==> config.mk <==
export PLATFORM = sky130hd
export DESIGN_NAME = prio_enc_rr
export DESIGN_NICKNAME = d
export VERILOG_FILES = /design/src/rtl/prio_enc_rr_pkg.sv /design/src/rtl/prio_enc_core.sv /design/src/rtl/prio_enc_rr.sv
export SDC_FILE = /design/constraint.sdc
export NUM_CORES = 1
export LEC_CHECK = 0
export ABC_CLOCK_PERIOD_IN_PS = 4100
export CORE_MARGIN = 5
export CORE_UTILIZATION = 50
export DETAILED_ROUTE_END_ITERATION = 8
export GPL_TIMING_DRIVEN = 0
export PLACE_DENSITY = 0.8
export RECOVER_POWER = 100
export SLEW_MARGIN = 10
export SYNTH_ARGS = -nofsm -noshare
export SYNTH_HDL_FRONTEND = slang
export SYNTH_SLANG_ARGS = --single-unit
==> constraint.sdc <==
create_clock -name clk -period 4.1 [get_ports clk]
set_input_delay 0.615 -clock clk [delete_from_list [all_inputs] [get_ports clk]]
set_output_delay 0.615 -clock clk [all_outputs]
set_load 0.02 [all_outputs]
==> src/rtl/prio_enc_rr_pkg.sv <==
// Shared types and helpers for the registered round-robin priority encoder.
package prio_enc_rr_pkg;

    typedef enum logic {
        StIdle = 1'b0,
        StHold = 1'b1
    } state_e;

    function automatic int unsigned clog2(input int unsigned n);
        int unsigned r;
        r = 0;
        while ((1 << r) < n) begin
            r++;
        end
        return r;
    endfunction

endpackage

==> src/rtl/prio_enc_core.sv <==
// Combinational highest-index-wins priority encoder.
module prio_enc_core
    import prio_enc_rr_pkg::*;
#(
    parameter int unsigned N = 10,
    localparam int unsigned W = clog2(N)
) (
    input  logic [N-1:0] req_i,
    output logic [W-1:0] idx_o,
    output logic         any_o
);

    always_comb begin
        idx_o = '0;
        for (int k = 0; k < N; k++) begin
            if (req_i[k]) begin
                idx_o = W'(k);
            end
        end
    end

    assign any_o = |req_i;

endmodule

==> src/rtl/prio_enc_rr.sv <==
// Registered N-line priority encoder with fixed or round-robin arbitration and
// a valid/ready output that holds each grant until it is accepted.
module prio_enc_rr
    import prio_enc_rr_pkg::*;
#(
    parameter int unsigned N = 10,
    localparam int unsigned W = clog2(N),
    parameter logic [W-1:0] IDLE_CODE = {W{1'b1}}
) (
    input  logic         clk,
    input  logic         rst,
    input  logic [N-1:0] i,
    input  logic         i_mode,
    input  logic         i_ready,
    output logic         o_valid,
    output logic [W-1:0] o,
    output logic [N-1:0] o_onehot,
    output logic         o_multi
);

    state_e       state_q;
    logic         valid_q;
    logic [W-1:0] code_q;
    logic [N-1:0] onehot_q;
    logic         multi_q;
    logic [W-1:0] rr_ptr_q;

    logic [N-1:0] rr_mask;
    logic [N-1:0] masked_req;
    logic [W-1:0] u_idx;
    logic [W-1:0] m_idx;
    logic         u_any;
    logic         m_any;
    logic [W-1:0] grant_d;
    logic [N-1:0] onehot_d;
    logic         multi_d;
    logic         load;

    // Only indices strictly below the last winner get first pick in RR mode.
    always_comb begin
        rr_mask = '0;
        for (int k = 0; k < N; k++) begin
            rr_mask[k] = (W'(k) < rr_ptr_q);
        end
    end

    assign masked_req = i & rr_mask;

    prio_enc_core #(
        .N (N)
    ) u_enc_full (
        .req_i (i),
        .idx_o (u_idx),
        .any_o (u_any)
    );

    prio_enc_core #(
        .N (N)
    ) u_enc_masked (
        .req_i (masked_req),
        .idx_o (m_idx),
        .any_o (m_any)
    );

    assign grant_d  = (i_mode && m_any) ? m_idx : u_idx;
    assign onehot_d = N'(1) << grant_d;
    assign multi_d  = |(i & (i - N'(1)));
    assign load     = u_any && ((state_q == StIdle) || i_ready);

    always_ff @(posedge clk or posedge rst) begin
        if (rst) begin
            state_q  <= StIdle;
            valid_q  <= 1'b0;
            code_q   <= IDLE_CODE;
            onehot_q <= '0;
            multi_q  <= 1'b0;
            rr_ptr_q <= '0;
        end else if (load) begin
            state_q  <= StHold;
            valid_q  <= 1'b1;
            code_q   <= grant_d;
            onehot_q <= onehot_d;
            multi_q  <= multi_d;
            if (i_mode) begin
                rr_ptr_q <= grant_d;
            end
        end else if ((state_q == StHold) && i_ready) begin
            state_q  <= StIdle;
            valid_q  <= 1'b0;
            code_q   <= IDLE_CODE;
            onehot_q <= '0;
            multi_q  <= 1'b0;
        end
    end

    assign o_valid  = valid_q;
    assign o        = code_q;
    assign o_onehot = onehot_q;
    assign o_multi  = multi_q;

endmodule

After elaboration in Yosys (flattened, before gate mapping):

Cells that the tools add are included.

* flip-flop bits (word level): 20
* bits of input ports: 14
* output and inout bits: 16
* logic and storage cells: 55

* add/subtract/negate cells: 1
* $lt $le $gt $ge: 10
* shift-type cells: 1
* mux-type cells: 26
* bitwise gates (word level): 3
* reduce and logical (&&, ||, !) cells: 9

Operators by type and width (count)
* 10-bit OR reduction: 3
* 4-bit 2-to-1 mux: 7
* 3-bit 2-to-1 mux: 8
* 10-bit bitwise AND: 2
* 10-bit 2-to-1 mux: 2
* 3-bit by 4-bit < comparator with 1-bit output (first input constant): 4
* 1-bit by 4-bit left shift with 10-bit output (first input constant): 1
* 10-bit by 1-bit subtractor with 10-bit output (second input constant): 1
* 1-bit by 4-bit < comparator with 1-bit output (first input constant): 2
* 2-bit by 4-bit < comparator with 1-bit output (first input constant): 2
* 4-bit < comparator (first input constant): 2
* 2-bit 2-to-1 mux: 4
* 1-bit 2-to-1 mux: 5
* 1-bit logical AND: 3
* 2-bit AND reduction: 1
* 2-bit nonzero test: 1
* 1-bit logical OR: 1
* 1-bit inverter: 1

Longest topological paths before layout:

* depth after elaboration: 14
* gate-level depth with buffers: 8
* depth with buffers taken out: 6

Hierarchy:

From an unflattened synthesis, not the netlist that was laid out.

* cells, all modules: 132
* area, all modules: 1278.7 um^2

By module, submodules not included
* prio_enc_rr: times used 1, cells an instance 102, area each 1098.6 um^2, seq. area each 505.5 um^2
* prio_enc_core: times used 2, cells an instance 15, area each 90.1 um^2, seq. area each 0.0 um^2

Least setup slack after synthesis:

No wires, ideal clock.

* path type: input to register
* start point: input i[0]
* end point: register rr_ptr_q[3]
* setup time: 125 ps
* arrival: 2194 ps
* required time: 3975 ps
* slack: 1782 ps
* stages on the path: 6
* buffers on the path: 1
* cell sequence: or4_1 -> nand4b_1 -> and2_1 -> buf_2 -> nand2_2 -> mux2_2

* word-level cells in the longest chain between the ends: 4
* elaborated cells between the ends (all ways): 7
* classes of those cells: mux (1); bitwise (1); reduce/logical (5)

Ends and longest elaborated chain
* from (decl): RTL line prio_enc_rr.sv:12 `input logic [N-1:0] i,`
* 10-bit bitwise AND: RTL line prio_enc_rr.sv:47 `assign masked_req = i & rr_mask;`
* 10-bit OR reduction: RTL line prio_enc_core.sv:22 `assign any_o = |req_i;`
* 1-bit logical AND: RTL line prio_enc_rr.sv:65 `assign grant_d = (i_mode && m_any) ? m_idx : u_idx;`
* 4-bit 2-to-1 mux: RTL line prio_enc_rr.sv:65
* to (signal assigned): RTL line prio_enc_rr.sv:85 `rr_ptr_q <= grant_d;`
* to (decl): RTL line prio_enc_rr.sv:26 `logic [W-1:0] rr_ptr_q;`

Several ways; a longest one is shown, not always the timed one.
A chain may end at the register's enable or synchronous reset.

Final worst setup path:

* start point: input i[2]
* end point: register onehot_q[0] (netlist: o_onehot[0])

* word-level cells in the longest chain between the ends: 12
* elaborated cells between the ends (all ways): 25
* classes of those cells: shift (1); mux (18); bitwise (1); reduce/logical (5)

Ends and longest elaborated chain
* 10-bit bitwise AND: RTL line prio_enc_rr.sv:47
* 2-bit 2-to-1 mux (2 in a row): RTL line prio_enc_core.sv:16 `if (req_i[k]) begin`
* 3-bit 2-to-1 mux (4 in a row): RTL line prio_enc_core.sv:16
* 4-bit 2-to-1 mux (2 in a row): RTL line prio_enc_core.sv:16
* 4-bit 2-to-1 mux: RTL line prio_enc_rr.sv:65
* 1-bit by 4-bit left shift with 10-bit output: RTL line prio_enc_rr.sv:66 `assign onehot_d = N'(1) << grant_d;`
* 10-bit 2-to-1 mux: RTL line prio_enc_rr.sv:78 `end else if (load) begin`
* to (signal assigned): RTL line prio_enc_rr.sv:82 `onehot_q <= onehot_d;`
* to (decl): RTL line prio_enc_rr.sv:24 `logic [N-1:0] onehot_q;`

Several ways; a longest one is shown, not always the timed one.

==> out/qor.csv <==
stage;metric;value;unit
sta;setup_viol;0;
grt;track_usage;21.3;%
worst_hold_path;hp-start;o_onehot[3]$_DFFE_PP0P_;
synthesis;postSynthCellCount;146;
synthesis;async_flop_share;100;%
clocking;clk_pin_slew_worst_paths;0.13;ns
sta;fin_crit_sh;77.3;%
pwr;leakagePower;0.000678;uW
final_layout;finalNonFillerCells;208;
synthesis;yosysMostFrequentCell;nand2_1;
clocking;cts_setup_buffers;0;
sta;max_freq;315;MHz
sta;slew_viol_final;0;
detailed_routing;drt_first_pass_iters;5;
grt;grtUsageMet2;35.3;%
clocking;clk_latency;0.32;ns
clocking;cts_resized;0;
place;numPortBuffers;28;
synthesis;syn-cell-area;0.00130;mm2
detailed_routing;routedWlPerCell;16.9;um
synthesis;syn_area_per_cell;8.93;um2
pwr;p_int;486;uW
synthesis;synth.distinct_cells;46;
setup_path;worst-path-max-fanout;10;
sta;fin_crit;3.17;ns
floorplanning;start_util;52.6;%
worst_hold_path;holdCritPathClass;reg2reg;
clocking;numCtsBuffers;3;
floorplanning;std_cell_rows;18;
worst_hold_path;min_to;o_onehot[3]$_DFFE_PP0P_;
sta;tightest_slew;0.821;ns
grt;grt_pass1_vias;1322;
detailed_routing;vias;1300;
final_layout;area_growth;26.0;%
job;cap_violations;0;
floorplanning;dieArea;0.00373;mm2
setup_path;crit_path_end_kind;flip-flop;
worst_hold_path;hold_depth;2;
setup_path;r2r-start;rr_ptr_q[0]$_DFFE_PP0P_;
synthesis;seq_area_frac_synth;38.8;%
place;postPlaceCellArea;0.00162;mm2
setup_path;worst_ep_required_time;4.35;ns
synthesis;synthTopCellsByArea;dfrtp_1 (31%), dfstp_2 (8.1%), nand2_1 (5.8%), a32o_1 (5.4%), nor2_1 (3.7%);
synthesis;yosysTopAreaCellShare;30.7;%
sta;slew_headroom;44.5;%
sta;rsz0062_at_grt;false;
clocking;htree_levels;1;
pwr;power_frac_clock;21.4;%
grt;grt_max_degree;21;
synthesis;ys_ff_latch;20;
pwr;switchingPower;299;uW
sta;hold_viol;0;
final_layout;final_nets;193;
clocking;hold_buffers;0;
synthesis;synth_ff_type;dfrtp_1;
detailed_routing;viasPerCell;6.25;
synthesis;synth-edff-count;0;
sta;fin_skew;0.0108;ns
clocking;clock_sink_count;20;
pwr;irDropWorstVdd;0.000306;V
setup_path;startpoint_type;primary input;
clocking;ctsLongestPathBuffers;2;
grt;antenna_found_initial;0;
setup_path;crit_type;in2reg;
setup_path;worstRegToRegCells;8;
setup_path;reg2reg_slack;1.19;ns
pwr;p_sw_share;38.1;%
synthesis;synth_common_cells;nand2_1 (20), dfrtp_1 (16), nor2_1 (13);
synthesis;yosysTopAreaCell;dfrtp_1;
grt;grt-busiest-layer;met2;
place;place_inst;204;
synthesis;synth-warning-count;0;
place;dpl.hpwl;2590;um
status;outcome;completed;
pwr;p_seq_share;34.5;%
floorplanning;dieHeight;61.1;um
pwr;combPwrFrac;44.0;%
detailed_routing;drtAntennaViolNets;0;
grt;grt_overflow;0;
detailed_routing;wirelength;3520;um
detailed_routing;drc_errors;0;
final_layout;final_area;0.00164;mm2
clocking;clockRootBuffer;clkbuf_4;
clocking;cts_tree;yes;
setup_path;worstPathArrival;3.42;ns
grt;met1_usage;27.8;%
grt;grtUsageMet3;4.19;%
final_layout;antenna_cells;0;
floorplanning;die_w;61.1;um
sta;totalNegativeSetupSlack;0;ns
final_layout;nFillCells;227;
grt;grt_pass1_wl;5980;um
synthesis;synthesis.nets;160;
place;gp_congestion;0.892;
detailed_routing;drtIter0Drc;88;
pwr;power_density;478;mW/mm2
floorplanning;ioPinCount;30;
setup_path;timing.rr.end;o_onehot[0]$_DFFE_PP0P_;
final_layout;drive_above_1_share;9.55;%
floorplanning;coreArea;0.00248;mm2
-- cells by family after synthesis --
family	count (synthesis)	synth area share, %
AOI/OAI and AO/OA	60	36.0
buffers and inverters	12	4.70
and+or+nand+nor	52	18.5
DFF	20	38.8
muxes	2	2.01
-- power groups by stage --
stage	combinational (uW)	sequential (uW)	clock, uW
2_1_floorplan	211	306	0
3_3_place_gp	359	274	0
3_5_place_dp	370	276	0
4_1_cts	372	272	168
5_1_grt	375	277	177
6_report	346	271	168
-- cell usage in the layout, fill, tap and decap left out, types with 2 or more instances in the layout --
cell	synthesis	layout
a32o_1	7	7
o31ai_1	4	5
nand2b_1	4	4
and2_1	3	3
o21a_1	3	3
clkbuf_1	5	6
o22a_1	3	3
dfrtp_1	16	16
a21oi_1	9	9
nor2_1	13	13
o21ai_1	7	3
clkdlybuf4s50_1	0	10
nor3_1	3	3
inv_1	3	3
buf_6	2	2
nand2_1	20	21
clkbuf_4	0	3
o21ai_0	9	13
dlygate4sd3_1	0	18
dfstp_2	4	4
-- state kept, by name, indices dropped and copies added (netlist names) --
| name | cells |
|---|---|
| rr_ptr_q | 4 |
| o_onehot | 10 |
| o_valid | 1 |
| o | 4 |
| o_multi | 1 |
-- worst max path at each step --
stage | start | cells after the start | endpoint
2_1_floorplan | i[0] | 6 | rr_ptr_q[3]$_DFFE_PP0P_
3_3_place_gp | i[1] | 7 | rr_ptr_q[3]$_DFFE_PP0P_
3_5_place_dp | i[2] | 8 | o_onehot[0]$_DFFE_PP0P_
4_1_cts | i[2] | 8 | o_onehot[0]$_DFFE_PP0P_
5_1_grt | i[2] | 8 | o_onehot[0]$_DFFE_PP0P_
6_report | i[2] | 8 | o_onehot[0]$_DFFE_PP0P_
-- metrics by stage --
stage	hold slack, ns	total power (uW)	utilization [%]	setup slack, ns
final	0.486	785	66.3	0.930
after global routing	0.523	830	66.3	0.629
after CTS	0.494	813	67.6	1.36
after detailed placement	0.465	645	65.5	1.04
after global placement	0.466	632	65.5	1.11
after floorplan	0.532	517	-	1.78
-- area by class of cell --
type                    count  area (um2)  area share [%]
multi-input cells         114         707            43.0
flip-flops and latches     20         505            30.8
repair buffers             28         280            17.1
plain buffers               8        45.0            2.74
well taps                  30        37.5            2.28
clock inverters             1        30.0            1.83
clock buffers               3        22.5            1.37
inverters                   4        15.0           0.914
-- routing by layer --
layer	part of all wire [%]	wire length, um	vias up
met5	0	0	-
met4	0.48	17	0
met3	8.2	290	3
met2	51	1780	67
met1	41	1430	615
li1	-	-	615
-- worst max-delay path, stage by stage --
cell	delay, ns
clkdlybuf4s50_1	0.53
a311oi_2	0.40
o211ai_2	0.15
o41ai_1	0.81
o311ai_0	0.27
o21ai_0	0.27
buf_6	0.21
a32o_1	0.17
(Power assumes the default switching activity.)
